**config.mk**
```make
export PLATFORM = sky130hd
export DESIGN_NAME = gt_compare_sequencer_flat
export DESIGN_NICKNAME = d
export VERILOG_FILES = /design/src/rtl/gt_compare_sequencer_if.sv /design/src/rtl/gt_compare_sequencer.sv /design/src/flat_wrapper.sv
export SDC_FILE = /design/constraint.sdc
export NUM_CORES = 1
export LEC_CHECK = 0
export CAP_MARGIN = 30
export CORE_UTILIZATION = 46
export DETAILED_ROUTE_END_ITERATION = 8
export GPL_ROUTABILITY_DRIVEN = 0
export PLACE_DENSITY = 0.87
export SLEW_MARGIN = 15
export SYNTH_ARGS = -nofsm -noshare
export SYNTH_HDL_FRONTEND = slang
export SYNTH_SLANG_ARGS = --single-unit
```
**constraint.sdc**
```tcl
create_clock -name clk -period 3.25 [get_ports clk]
set_input_delay 0.975 -clock clk [delete_from_list [all_inputs] [get_ports clk]]
set_output_delay 0.975 -clock clk [all_outputs]
set_load 0.02 [all_outputs]
```
**src/rtl/gt_compare_sequencer_if.sv**
```systemverilog
// Request/result handshake bundle for the multi-cycle magnitude comparator.
// The master side issues operands and consumes the one-hot result.
interface gt_compare_sequencer_if #(
   parameter int WIDTH = 32
);
   localparam int SLICE_W = $clog2(WIDTH / 2 + 1);

   logic               start_valid;
   logic               start_ready;
   logic [WIDTH-1:0]   a;
   logic [WIDTH-1:0]   b;
   logic               is_signed;
   logic               res_valid;
   logic               res_ready;
   logic               gt;
   logic               eq;
   logic               lt;
   logic [SLICE_W-1:0] slices;
   logic               busy;

   modport master (
      output start_valid, a, b, is_signed, res_ready,
      input  start_ready, res_valid, gt, eq, lt, slices, busy
   );

   modport slave (
      input  start_valid, a, b, is_signed, res_ready,
      output start_ready, res_valid, gt, eq, lt, slices, busy
   );
endinterface

```
**src/rtl/gt_compare_sequencer.sv**
```systemverilog
// Sequential magnitude comparator: walks 2-bit slices MSB-first and stops at
// the first slice that differs, returning a one-hot gt/eq/lt result.
module gt_compare_sequencer #(
   parameter int WIDTH = 32
) (
   input  logic                  clk,
   input  logic                  rst_n,
   gt_compare_sequencer_if.slave bus
);
   localparam int N       = WIDTH / 2;
   localparam int IDX_W   = (N > 1) ? $clog2(N) : 1;
   localparam int SLICE_W = $clog2(N + 1);

   typedef enum logic [1:0] {
      S_IDLE,
      S_COMPARE,
      S_DONE
   } state_t;

   state_t             state_q,  state_d;
   logic [IDX_W-1:0]   idx_q,    idx_d;
   logic [WIDTH-1:0]   a_q,      a_d;
   logic [WIDTH-1:0]   b_q,      b_d;
   logic               signed_q, signed_d;
   logic               gt_q,     gt_d;
   logic               eq_q,     eq_d;
   logic               lt_q,     lt_d;
   logic [SLICE_W-1:0] slices_q, slices_d;

   // Same 2-bit greater-than primitive used by the comparator datapath.
   function automatic logic gt2(input logic [1:0] x, input logic [1:0] y);
      return (x[1] & ~y[1]) | (~(x[1] ^ y[1]) & x[0] & ~y[0]);
   endfunction

   logic [1:0] a_sl [N];
   logic [1:0] b_sl [N];

   for (genvar gi = 0; gi < N; gi++) begin : g_slice
      assign a_sl[gi] = a_q[2*gi+1 : 2*gi];
      assign b_sl[gi] = b_q[2*gi+1 : 2*gi];
   end

   logic       top_slice;
   logic       flip;
   logic [1:0] ap;
   logic [1:0] bp;
   logic       slice_gt;
   logic       slice_lt;

   // Flipping the sign bits maps two's complement onto offset binary, so the
   // top slice can then be compared unsigned like every other slice.
   assign top_slice = (idx_q == IDX_W'(N - 1));
   assign flip      = signed_q & top_slice;
   assign ap        = {a_sl[idx_q][1] ^ flip, a_sl[idx_q][0]};
   assign bp        = {b_sl[idx_q][1] ^ flip, b_sl[idx_q][0]};
   assign slice_gt  = gt2(ap, bp);
   assign slice_lt  = gt2(bp, ap);

   always_comb begin
      state_d  = state_q;
      idx_d    = idx_q;
      a_d      = a_q;
      b_d      = b_q;
      signed_d = signed_q;
      gt_d     = gt_q;
      eq_d     = eq_q;
      lt_d     = lt_q;
      slices_d = slices_q;

      case (state_q)
         S_IDLE: begin
            if (bus.start_valid) begin
               a_d      = bus.a;
               b_d      = bus.b;
               signed_d = bus.is_signed;
               idx_d    = IDX_W'(N - 1);
               gt_d     = 1'b0;
               eq_d     = 1'b0;
               lt_d     = 1'b0;
               slices_d = '0;
               state_d  = S_COMPARE;
            end
         end

         S_COMPARE: begin
            slices_d = slices_q + SLICE_W'(1);
            if (slice_gt) begin
               gt_d    = 1'b1;
               state_d = S_DONE;
            end else if (slice_lt) begin
               lt_d    = 1'b1;
               state_d = S_DONE;
            end else if (idx_q == '0) begin
               eq_d    = 1'b1;
               state_d = S_DONE;
            end else begin
               idx_d = idx_q - IDX_W'(1);
            end
         end

         S_DONE: begin
            if (bus.res_ready) begin
               state_d = S_IDLE;
            end
         end

         default: state_d = S_IDLE;
      endcase
   end

   always_ff @(posedge clk or negedge rst_n) begin
      if (!rst_n) begin
         state_q  <= S_IDLE;
         idx_q    <= '0;
         a_q      <= '0;
         b_q      <= '0;
         signed_q <= 1'b0;
         gt_q     <= 1'b0;
         eq_q     <= 1'b0;
         lt_q     <= 1'b0;
         slices_q <= '0;
      end else begin
         state_q  <= state_d;
         idx_q    <= idx_d;
         a_q      <= a_d;
         b_q      <= b_d;
         signed_q <= signed_d;
         gt_q     <= gt_d;
         eq_q     <= eq_d;
         lt_q     <= lt_d;
         slices_q <= slices_d;
      end
   end

   assign bus.start_ready = (state_q == S_IDLE);
   assign bus.busy        = (state_q != S_IDLE);
   assign bus.res_valid   = (state_q == S_DONE);
   assign bus.gt          = gt_q;
   assign bus.eq          = eq_q;
   assign bus.lt          = lt_q;
   assign bus.slices      = slices_q;

   a_onehot_result : assert property (
      @(posedge clk) disable iff (!rst_n)
      bus.res_valid |-> $onehot({bus.gt, bus.eq, bus.lt})
   );
endmodule

```
**src/flat_wrapper.sv**
```systemverilog
// flat-port wrapper written by rule: the top's interface ports become plain ports
module gt_compare_sequencer_flat 
#(
   parameter int WIDTH = 32
)
  (clk, rst_n, bus_start_valid, bus_a, bus_b, bus_is_signed, bus_res_ready, bus_start_ready, bus_res_valid, bus_gt, bus_eq, bus_lt, bus_slices, bus_busy);
  gt_compare_sequencer_if #(.WIDTH(WIDTH)) bus_i ();
  input  logic clk;
  input  logic rst_n;
  input wire logic [$bits(bus_i.start_valid)-1:0] bus_start_valid;
  input wire logic [$bits(bus_i.a)-1:0] bus_a;
  input wire logic [$bits(bus_i.b)-1:0] bus_b;
  input wire logic [$bits(bus_i.is_signed)-1:0] bus_is_signed;
  input wire logic [$bits(bus_i.res_ready)-1:0] bus_res_ready;
  output wire logic [$bits(bus_i.start_ready)-1:0] bus_start_ready;
  output wire logic [$bits(bus_i.res_valid)-1:0] bus_res_valid;
  output wire logic [$bits(bus_i.gt)-1:0] bus_gt;
  output wire logic [$bits(bus_i.eq)-1:0] bus_eq;
  output wire logic [$bits(bus_i.lt)-1:0] bus_lt;
  output wire logic [$bits(bus_i.slices)-1:0] bus_slices;
  output wire logic [$bits(bus_i.busy)-1:0] bus_busy;
  assign bus_i.start_valid = bus_start_valid;
  assign bus_i.a = bus_a;
  assign bus_i.b = bus_b;
  assign bus_i.is_signed = bus_is_signed;
  assign bus_i.res_ready = bus_res_ready;
  assign bus_start_ready = bus_i.start_ready;
  assign bus_res_valid = bus_i.res_valid;
  assign bus_gt = bus_i.gt;
  assign bus_eq = bus_i.eq;
  assign bus_lt = bus_i.lt;
  assign bus_slices = bus_i.slices;
  assign bus_busy = bus_i.busy;
  gt_compare_sequencer #(.WIDTH(WIDTH)) u_core (.clk(clk), .rst_n(rst_n), .bus(bus_i));
endmodule
```
# Yosys cells after proc, flatten, opt, wreduce, memory -nomap -nowiden

Cells that the tools add are included.

Mux-type cells: 29
Divide/modulo/power cells: 0
$mul: 0
$lt $le $gt $ge: 1
Shift-type cells: 0
Reductions and logical operators: 11
$add $sub $neg: 2
Eq/ne operators: 12
Bitwise logic cells: 18

Operator list:

| operator            | number |
|---|---|
| $mux 2              | 9 |
| $bmux 2 s4          | 2 |
| $mux 4              | 4 |
| $ne 2x2->1 const B  | 5 |
| $pmux 5 s2          | 1 |
| $reduce_and 5->1    | 2 |
| $pmux 4 s2          | 1 |
| $and 1x1->1         | 7 |
| $mux 1              | 7 |
| $ne 2x1->1 const B  | 3 |
| $pmux 1 s2          | 3 |
| $pmux 2 s3          | 1 |
| $reduce_and 3->1    | 2 |
| $add 5x1->5 const B | 1 |
| $ge 5x5->1 const B  | 1 |
| $mux 5              | 1 |
| $not 1->1           | 5 |
| $not 4->5           | 1 |
| $eq 4x4->1 const B  | 1 |
| $logic_not 4->1     | 1 |
| $ne 4x1->1 const B  | 1 |
| $reduce_and 2->1    | 2 |
| $reduce_and 4->1    | 1 |
| $reduce_bool 2->1   | 2 |
| 6 further kinds     | 9 |

Memories: 0
Bits of input ports: 69
Word-level logic and storage cells: 82
Register bits after elaboration: 79
RAM bits: 0
Output and inout bits: 11
Latch bits: 0
Bits in read-only memories: 0

# Logic depth before layout (Yosys ltp)

Gate-level depths: netlist of the first run.

Word-level depth: 13
Mapped depth: 12
Mapped depth without buffers: 11

# Worst setup path before layout of the first run

No wires, ideal clock.

Path type: flip-flop to flip-flop
From: register u_core.idx_q[0]
To: register u_core.idx_q[3]
Data arrival time: 3.222 ns
Period minus slack after synthesis: 3.348 ns
Path buffers: 2
Library setup time: 0.126 ns
Data required time: 3.124 ns
Slack: -0.098 ns
Cell stages (with the launch flop): 11
Cell sequence: dfrtp_1 buf_6 buf_2 mux4_2 xnor2_1 mux4_2 ha_1 nand4b_1 a21oi_2 o41a_4 o32a_1

Cells in the longest elaborated chain, start to end: 12
Elaborated cells on any way between the ends: 35
Classes of those cells: 1 x add/sub; 4 x eq/ne; 10 x mux; 18 x bitwise; 2 x reduce/logical

Ends and longest elaborated chain:

| element                                | line                                                   | source |
|---|---|---|
| start, declared                        | gt_compare_sequencer.sv:21                             | `logic [IDX_W-1:0] idx_q, idx_d;` |
| start signal, assigned                 | gt_compare_sequencer.sv:124                            | `idx_q <= idx_d;` |
| $not 4->5 (implied by the code)        | gt_compare_sequencer.sv:54, gt_compare_sequencer.sv:55 |  |
| $bmux 2 s4 (on tied branches)          | gt_compare_sequencer.sv:54, gt_compare_sequencer.sv:55 |  |
| $mux 2 (on tied branches) (2 in a row) | gt_compare_sequencer.sv:54, gt_compare_sequencer.sv:55 |  |
| $xor 1x1->1 (on tied branches)         | gt_compare_sequencer.sv:54, gt_compare_sequencer.sv:55 |  |
| $xor 1x1->1                            | gt_compare_sequencer.sv:32                             | `return (x[1] & ~y[1]) \| (~(x[1] ^ y[1]) & x[0] & ~y[0]);` |
| $not 1->1                              | gt_compare_sequencer.sv:32                             |  |
| $and 1x1->1 (2 in a row)               | gt_compare_sequencer.sv:32                             |  |
| $or 1x1->1                             | gt_compare_sequencer.sv:32                             |  |
| $ne 2x2->1 (no line)                   | --                                                     |  |
| $reduce_and 5->1 (no line)             | --                                                     |  |

Parallel ways exist; a longest one is shown, timed or not. The select of a mux whose other input is x is not followed.
A chain may end at the register's enable or synchronous reset.

# Worst setup path after layout of the first run

From: register u_core.idx_q[0]
To: register u_core.state_q[1]

Cells in the longest elaborated chain, start to end: 13
Elaborated cells on any way between the ends: 31
Classes of those cells: 2 x eq/ne; 9 x mux; 18 x bitwise; 2 x reduce/logical

Ends and longest elaborated chain:

| element                                | line                                                   | source |
|---|---|---|
| $not 4->5 (implied by the code)        | gt_compare_sequencer.sv:54, gt_compare_sequencer.sv:55 |  |
| $bmux 2 s4 (on tied branches)          | gt_compare_sequencer.sv:54, gt_compare_sequencer.sv:55 |  |
| $mux 2 (on tied branches) (2 in a row) | gt_compare_sequencer.sv:54, gt_compare_sequencer.sv:55 |  |
| $xor 1x1->1 (on tied branches)         | gt_compare_sequencer.sv:54, gt_compare_sequencer.sv:55 |  |
| $xor 1x1->1                            | gt_compare_sequencer.sv:32                             |  |
| $not 1->1                              | gt_compare_sequencer.sv:32                             |  |
| $and 1x1->1 (2 in a row)               | gt_compare_sequencer.sv:32                             |  |
| $or 1x1->1                             | gt_compare_sequencer.sv:32                             |  |
| $mux 2                                 | gt_compare_sequencer.sv:90                             | `end else if (slice_lt) begin` |
| $mux 2                                 | gt_compare_sequencer.sv:87                             | `if (slice_gt) begin` |
| $pmux 2 s3                             | gt_compare_sequencer.sv:70                             | `case (state_q)` |
| end signal, assigned                   | gt_compare_sequencer.sv:123                            | `state_q <= state_d;` |
| end, declared                          | gt_compare_sequencer.sv:20                             | `state_t state_q, state_d;` |

Parallel ways exist; a longest one is shown, timed or not. The select of a mux whose other input is x is not followed.

==> results of run 1 <==
-- final cells by class --
class	count	area, um^2
clock buffers	10	127.6
clock inverters	6	61.31
fillers	642	2943
inverters	6	22.52
multi-input cells	289	1683
flip-flops and latches	79	1978
well taps	102	127.6
repair buffers	87	864.6
-- synth_stat cells --
master                     instances
sky130_fd_sc_hd__buf_6             2
sky130_fd_sc_hd__nand2_1         207
sky130_fd_sc_hd__nand3_2           1
sky130_fd_sc_hd__a21oi_2           1
sky130_fd_sc_hd__xnor2_1           4
sky130_fd_sc_hd__a41oi_4           1
sky130_fd_sc_hd__a22o_1            4
sky130_fd_sc_hd__o32a_1            1
sky130_fd_sc_hd__o21ai_0           4
sky130_fd_sc_hd__a22oi_1           4
sky130_fd_sc_hd__mux2i_1          10
sky130_fd_sc_hd__nand3_1           3
sky130_fd_sc_hd__nand2b_4          1
sky130_fd_sc_hd__buf_4             1
sky130_fd_sc_hd__nand4b_1          1
sky130_fd_sc_hd__clkbuf_1         14
sky130_fd_sc_hd__dfrtp_1          79
sky130_fd_sc_hd__o41a_4            1
sky130_fd_sc_hd__mux4_2           11
sky130_fd_sc_hd__nor3b_1           1
sky130_fd_sc_hd__inv_1             6
sky130_fd_sc_hd__mux4_1            3
sky130_fd_sc_hd__nand4_1           3
sky130_fd_sc_hd__o21ai_1           1
sky130_fd_sc_hd__mux2i_2           1
sky130_fd_sc_hd__and2_1            1
sky130_fd_sc_hd__a21oi_1           2
sky130_fd_sc_hd__buf_1             3
sky130_fd_sc_hd__nor2_1            7
sky130_fd_sc_hd__nor2b_1           4
sky130_fd_sc_hd__nand2b_1          1
sky130_fd_sc_hd__and2_0            1
sky130_fd_sc_hd__buf_2             2
sky130_fd_sc_hd__nor2_2            1
sky130_fd_sc_hd__ha_1              5
sky130_fd_sc_hd__nand3b_1          1
sky130_fd_sc_hd__o22a_1            3
-- report_power, final --
part           switching, mW  internal [mW]
Combinational           1.11          0.991
Clock                  0.355          0.352
Sequential             0.296           1.41
-- routing by layer --
| metal | share of wire | up-vias | track usage |
|---|---|---|---|
| met4 | 0.023 | 0 | 0.1094 |
| li1 | - | 1436 | - |
| met1 | 0.44 | 1425 | 0.2875 |
| met5 | 0 | - | 0 |
| met2 | 0.47 | 112 | 0.3235 |
| met3 | 0.060 | 19 | 0.04516 |
-- through the flow --
| step | worst slack, ps | utilization | TNS, ps |
|---|---|---|---|
| 6_report | 122.6 | 0.6231 | 0 |
| 5_1_grt | 12.97 | 0.6231 | 0 |
| 2_1_floorplan | 24.46 | - | 0 |
| 3_3_place_gp | 71.78 | 0.5941 | 0 |
| 3_5_place_dp | -23.64 | 0.5941 | -45.73 |
| 4_1_cts | 50.21 | 0.6184 | 0 |
-- kinds of logic after synthesis --
group,Yosys count,share of synthesized area
and+or+nand+nor,233,0.2479
muxes,25,0.1168
adders and majority gates,5,0.01659
DFF,79,0.5244
AOI/OAI and AO/OA,22,0.05144
buffers and inverters,28,0.03352
xor gates and xnor gates,4,0.009292
-- critical path: stages, from the launching register on --
cell                       delay, ps
sky130_fd_sc_hd__dfrtp_2         460
sky130_fd_sc_hd__mux4_2          540
sky130_fd_sc_hd__xnor2_1         140
sky130_fd_sc_hd__mux4_2          490
sky130_fd_sc_hd__inv_1           110
sky130_fd_sc_hd__ha_4            220
sky130_fd_sc_hd__nand4b_1        130
sky130_fd_sc_hd__a21oi_2          90
sky130_fd_sc_hd__o41a_4          470
sky130_fd_sc_hd__nand2b_4        170
sky130_fd_sc_hd__a22o_1          200
-- flip-flops by register name, indices dropped and copies added, names as in the netlist --
name,flops
u_core.b_q,32
u_core.idx_q,4
u_core.signed_q,1
u_core.bus.slices,5
u_core.bus.lt,1
u_core.state_q,2
u_core.bus.gt,1
u_core.a_q,32
u_core.bus.eq,1
-- how the worst min path moves through the flow --
stage / startpoint / to / slack [ps] / cells after the start
finish: u_core.bus.eq / u_core.bus.eq / 480 / 2
global route: u_core.a_q[31] / u_core.a_q[31] / 500 / 2
CTS: u_core.a_q[1] / u_core.a_q[1] / 480 / 2
detailed placement: u_core.a_q[1] / u_core.a_q[1] / 460 / 2
global placement: u_core.b_q[25] / u_core.b_q[25] / 460 / 2
floorplan: u_core.b_q[18] / u_core.b_q[18] / 440 / 2
-- timing repair --
| item | in CTS | in global routing |
|---|---|---|
| setup buffers | 0 | 0 |
| resized for setup | 1 | 2 |
| endpoints found under the setup margin | 4 | 4 |
==> results.txt, run 1 <==
IR analysis of the VDD net gives a maximum drop of 0.4038 mV. In the routed layout, each cell is associated on average with a via count of 5.168. The first-pass GRT wire length is 14.01 mm.

The overall track demand over capacity in global routing is 0.2123. The tools report the total global routing overflow as 0. For this design, the CTS-stage hold fixing added 0 buffers.

After layout, the design draws a total of 4.519 mW. The number of nets in the synthesized netlist is 470. The run gives 0 as the DRC violation count after routing. The tree is rooted in a sky130_fd_sc_hd__clkbuf_8. The critical path capture point type was a flip-flop. The tools report the via count as 2,992. Area share of the largest cell type after synthesis: 0.5244. The logs give 0.4829 for the initial standard-cell utilization of the core and 32 for the row count. The die covers 0.008562 mm^2. In this run the remaining antenna-violating nets after routing total 0. Measured along the x axis, the die boundary spans 92.53 um.

At the pin with the least slew margin, the transition time is 794.2 ps. The share of the clock period used by the worst path after layout was 0.9623; the flip-flop and latch count after synthesis was 79. The Yosys warning count is 0, and the slack of the worst reg-to-reg path is 120 ps. Endpoint of the lowest-slack register-to-register path: u_core.state_q[1].

The floorplan step set the die height to 92.53 um. Synthesis produced 396 cells. Worst hold slack after final layout: 480.2 ps. Average instance area after synthesis: 9.520 um^2.

In this run, CTS created clock tree buffers numbering 9. Port buffering added 79 buffers. Measured in cells, the most critical reg-to-reg path has a length of 10.

For the number of H-tree levels, the log shows 3. After the flow finishes, the layout carries non-filler instances totaling 579. The library cell used most frequently in the layout, excluding fill and tap cells, is sky130_fd_sc_hd__nand2_1. By area the synthesized netlist is led by sky130_fd_sc_hd__dfrtp_1, sky130_fd_sc_hd__nand2_1, sky130_fd_sc_hd__mux4_2.

The tools report the startpoint of the worst setup timing path as u_core.idx_q[0]. The tools report the standard cell core area as 0.007807 mm^2. The largest total area in the synthesized netlist belongs to sky130_fd_sc_hd__dfrtp_1.

For the finished layout, the period the worst path requires is 3127 ps. For the top-level I/O count, the log shows 80. Compared with the post-synthesis result, the final layout area differs by 29.04%. The number of setup violations in the final report was 0; the cell area power density was 929.0 mW/mm^2. The initial antenna violation count is 0, and the required time of the critical path is 3490 ps. The longest clock path from root to sink contains 2 buffers.

The run gives 4 as the detailed-routing iteration count for the pre-antenna-repair pass. After routing the design area is 0.004865 mm^2. Antenna cell count: 0. The worst register-to-register path begins at u_core.idx_q[0]. The tools report the worst-case headroom to the max-slew limit as 0.4695. The worst setup path is of the reg2reg kind. The number of cells in the design after placement is 562. Clock-pin slew was measured on the worst setup and hold paths at 80 ps. The analysis attributes to cell leakage a power of 2.420 nW. Timing would allow up to 0.3198 GHz.

The sequential fraction of the synthesis area came out at 0.5244. The worst clock skew was 7.817 ps. The worst setup path is launched from a flip-flop. In the final design database the tool counted 546 nets. In this run the worst hold path is classified as reg2reg. The max-cap violation count came out at 0. TritonCTS built the clock tree.

After detailed routing, the total wire length is 8.384 mm. The placed instance area was 0.004638 mm^2; the count of unique library cells instantiated by Yosys was 37. The area of the mapped netlist is 0.003770 mm^2, and the maximum number of pins on one net before global-route repair is 80. The flow ran to the end, and the final reports show no timing, DRC or antenna violations.

For the max-slew violation count, the log shows 0. Setup repair after global routing left no endpoint under its margin. For this design, the sink count on the clock tree is 79. The worst-skew pair later-pin latency came out at 350 ps.

Once detailed placement completed, the half-perimeter wirelength came to 5.935 mm. The tools report the number of global-route vias before repair as 2,990. In this run the worst setup path terminates at u_core.state_q[1]. The number of hold-slack violations in the final timing report came out at 0. In this run, the number of DRC markers left after iteration 0 of detailed routing was 236. The mean routed wirelength per cell was 14.48 um. The fraction of final layout cells with drive strength greater than 1 is 0.09644.

The top cell types in the final layout, fill and taps aside, are sky130_fd_sc_hd__nand2_1, sky130_fd_sc_hd__clkdlybuf4s50_1, sky130_fd_sc_hd__dfrtp_1. Along the worst path, the maximum fanout reaches 7. The critical path arrival is 3370 ps.
No activity file was read; power rests on OpenSTA's default activity.
==> run 2: changes to the inputs <==
--- a/config.mk
+++ b/config.mk
@@ -5,12 +5,13 @@
 export SDC_FILE = /design/constraint.sdc
 export NUM_CORES = 1
 export LEC_CHECK = 0
+export ABC_AREA = 1
 export CAP_MARGIN = 30
-export CORE_UTILIZATION = 46
+export CORE_UTILIZATION = 47
 export DETAILED_ROUTE_END_ITERATION = 8
 export GPL_ROUTABILITY_DRIVEN = 0
-export PLACE_DENSITY = 0.87
-export SLEW_MARGIN = 15
+export PLACE_DENSITY = 0.88
+export SLEW_MARGIN = 10
 export SYNTH_ARGS = -nofsm -noshare
 export SYNTH_HDL_FRONTEND = slang
 export SYNTH_SLANG_ARGS = --single-unit
==> results.txt, run 2 <==
The floorplan has 33 rows. Routing usage on met1: 0.2834. Summed over all instances, the cell type with the most area after synthesis is sky130_fd_sc_hd__dfrtp_1. Max-cap violations in this run came to 0. Post-synthesis async set-or-reset flop share: 1.000. The detailed-route vias per instance was 5.102. The share of the clock period used by the worst path after layout came out at 0.7975. No sink is reached through more buffers than the 2 on the longest clock path. At the worst endpoint, the arrival time is 1620 ps. The flip-flop and latch count after synthesis was 79.

The tightest min-delay check is of the reg2reg type. The run gives 2.492 nW as the cell leakage power. The critical path in this run is classified as reg2out. The cell count after synthesis came out at 521. The detailed placer's ending HPWL was 6.266 mm; the cell area power density was 956.6 mW/mm^2. The antenna cell count was 0.

The worst-case headroom to the max-slew limit was 0.5237; the first-pass GRT wire length was 15.28 mm. The clock sink count was 79. Count of unique library cells instantiated by Yosys: 28.

The filler cells instantiated in the layout total 726. IR analysis of the VDD net gives a maximum drop of 0.3764 mV. The flow ran to the end, and the final reports show no timing, DRC or antenna violations. Number of nets with antenna violations after detailed routing: 0. For the Yosys warning count, the log shows 0. Average instance area after synthesis: 7.577 um^2. Timing would allow up to 0.3858 GHz. The H-tree generated during clock tree synthesis spans 3 levels. Aggregate negative setup slack: 0 ps.

The fraction of final layout cells with drive strength greater than 1 was 0.05724; the number of hold-slack violations in the final timing report was 0. The run gives 9 as the CTS buffer count. The leading cell type in the layout, fill and taps excluded was sky130_fd_sc_hd__nand2_1.

The tools report the sequential fraction of the synthesis area as 0.5008. The area share of the largest cell type after synthesis is 0.5008, and the met2 global-route usage is 0.3781. Among all flip-flop cells after synthesis, the most frequent one is sky130_fd_sc_hd__dfrtp_1.

Entering global routing, the biggest net connects 80 pins. Input and output buffers added on the ports amount to 79. Summing all multi-input logic gate instances after layout gives 0.001710 mm^2.

The cell area that synthesis handed to floorplanning was 0.003948 mm^2. Leaving out fill and tap cells, the most frequent cells in the layout are sky130_fd_sc_hd__nand2_1, sky130_fd_sc_hd__dfrtp_1, sky130_fd_sc_hd__clkdlybuf4s50_1. The max-slew violation count is 0, and the worst clock skew is 7.815 ps.

The maximum fanout along the worst path is 3. The initial standard-cell utilization of the core came out at 0.4829. For this block, the initial DRC count from the detailed router was 283. Overall track demand over capacity in global routing: 0.2242.

The top-level I/O count was 80. The total global routing overflow was 0; the overall die area was 0.008769 mm^2. In the routed design, unresolved DRC markers number 0.

TritonCTS built the clock tree. Setup violations remaining at the end of the flow were counted as 0. When the netlist entered floorplanning its net count stood at 595. The floorplan die height was 93.65 um; the total number of nets in the final design was 666. The number of buffers inserted by hold repair at cts is 0, and the horizontal extent of the die is 93.65 um.

Data on the critical path is required at its endpoint by 2270 ps. In this run, placement finished with an instance count of 685. The tools report the sum of routed wire length over all layers as 8.905 mm. Clock-pin slew was measured on the worst setup and hold paths at 70 ps. Dividing the detail-routed wire length by the instance count gives 12.74 um. The number of global-route vias before repair was 3,464. In this run the worst setup path begins at u_core.state_q[1].

After clock tree synthesis, the setup repair step added 0 buffers. The detailed-routing iteration count for the pre-antenna-repair pass is 5. The met3 layer usage reported by global route came out at 0.04797. In this run the clock root is driven by a sky130_fd_sc_hd__clkbuf_8. STA classifies the critical path startpoint as a flip-flop. In the synthesized netlist, the cells that appear most often are sky130_fd_sc_hd__nand2_1, sky130_fd_sc_hd__dfrtp_1, sky130_fd_sc_hd__nand3_1.

The startpoint of the worst register-to-register path is u_core.idx_q[2]. Number of enable flip-flop cells after synthesis: 0. The later pin in the worst-skew pair is clocked with a latency of 350 ps. The final route contains 3,566 vias. Setup repair after global routing left no endpoint under its margin. Across the whole layout, storage elements account for 0.001977 mm^2.

The busiest layer in global routing was met2. After synthesis, the cell types taking the most area are sky130_fd_sc_hd__dfrtp_1, sky130_fd_sc_hd__nand2_1, sky130_fd_sc_hd__nand3_1. The count of non-filler cells in the finished layout was 699; the standard cell core area was 0.008175 mm^2. The area growth from synthesis to layout is 25.67%. Once the clock tree was built, the resizer swapped 0 gates to a different size. The minimum clock period came out at 2592 ps.

The critical path capture point type was an output port. The startpoint identified for the worst hold timing path is u_core.a_q[15]. The slew at the pin closest to its max-slew limit is 711.8 ps. The initial antenna violation count is 0. The most instantiated library cell after synthesis is sky130_fd_sc_hd__nand2_1.
-- run 2: cell count changes in the layout (fill, tap and decap cells not counted), sizes merged, moves of 4 or more --
cell and change:
o221ai +4, nand3 +42, nor2 +16, mux2i -11
nand2 +38, o22ai +4, inv +24, a22oi -4
o21ai +37, mux4 -14, xor2 +4, xnor2 -4
nor2b -4
-- run 2: final timing paths --
check / endpoint / slack [ps] / cells past startpoint
setup / recovery: bus_start_ready / 660 / 2
hold / removal: u_core.a_q[15] / 480 / 2
setup reg to reg: u_core.bus.eq / 680 / 14
hold reg to reg: u_core.a_q[15] / 480 / 2
max in group asynchronous: u_core.b_q[7] / 2150 / 2
min in group asynchronous: u_core.a_q[10] / 540 / 1
-- run 2: layout make-up --
type,count,share of cell area
clock buffers,11,0.02850
clock inverters,2,0.002018
inverters,30,0.02320
multi-input cells,384,0.3448
flip-flops and latches,79,0.3985
well taps,105,0.02648
repair buffers,88,0.1765
-- run 2: power breakdown --
part           internal, mW  switching, mW
clock                 0.283          0.319
combinational         0.904           1.51
sequential             1.44          0.289
total                  2.63           2.12
-- run 2: cell families (layout without fill, tap and decap cells) --
logic type,count (synthesis),count (layout),synth area share
and+or+nand+nor,319,319,0.3296
DFF,79,79,0.5008
buffers and inverters,58,131,0.06656
AOI/OAI and AO/OA,56,56,0.07829
adders and majority gates,5,5,0.01585
xor gates and xnor gates,4,4,0.008874
-- run 2: critical path: stages, from the launching register on --
cell                              delay (ps)
sky130_fd_sc_hd__dfrtp_1                 400
sky130_fd_sc_hd__nor2_1                  220
sky130_fd_sc_hd__clkdlybuf4s50_1         650
-- run 2: per-layer routing --
layer,routed length (um),vias to the layer above,share of wire
li1,-,1779,-
met5,0,-,0
met4,175,0,0.020
met3,562,21,0.063
met1,3895,1646,0.44
met2,4273,120,0.48
-- run 2: through the flow --
| step | hold slack, ps | util | worst slack [ps] | cell area [um^2] | total power, mW |
|---|---|---|---|---|---|
| final | 484.1 | 0.6068 | 658.1 | 4961 | 4.746 |
| after global placement | 462.6 | 0.5849 | 823.1 | 4782 | 4.014 |
| after global routing | 506.8 | 0.6068 | 403.3 | 4961 | 5.214 |
| after CTS | 486.1 | 0.6035 | 642.1 | 4933 | 4.759 |
| after detailed placement | 464.4 | 0.5849 | 733.2 | 4782 | 4.128 |
| after floorplan | 441.2 | - | 908.1 | 3948 | 3.508 |
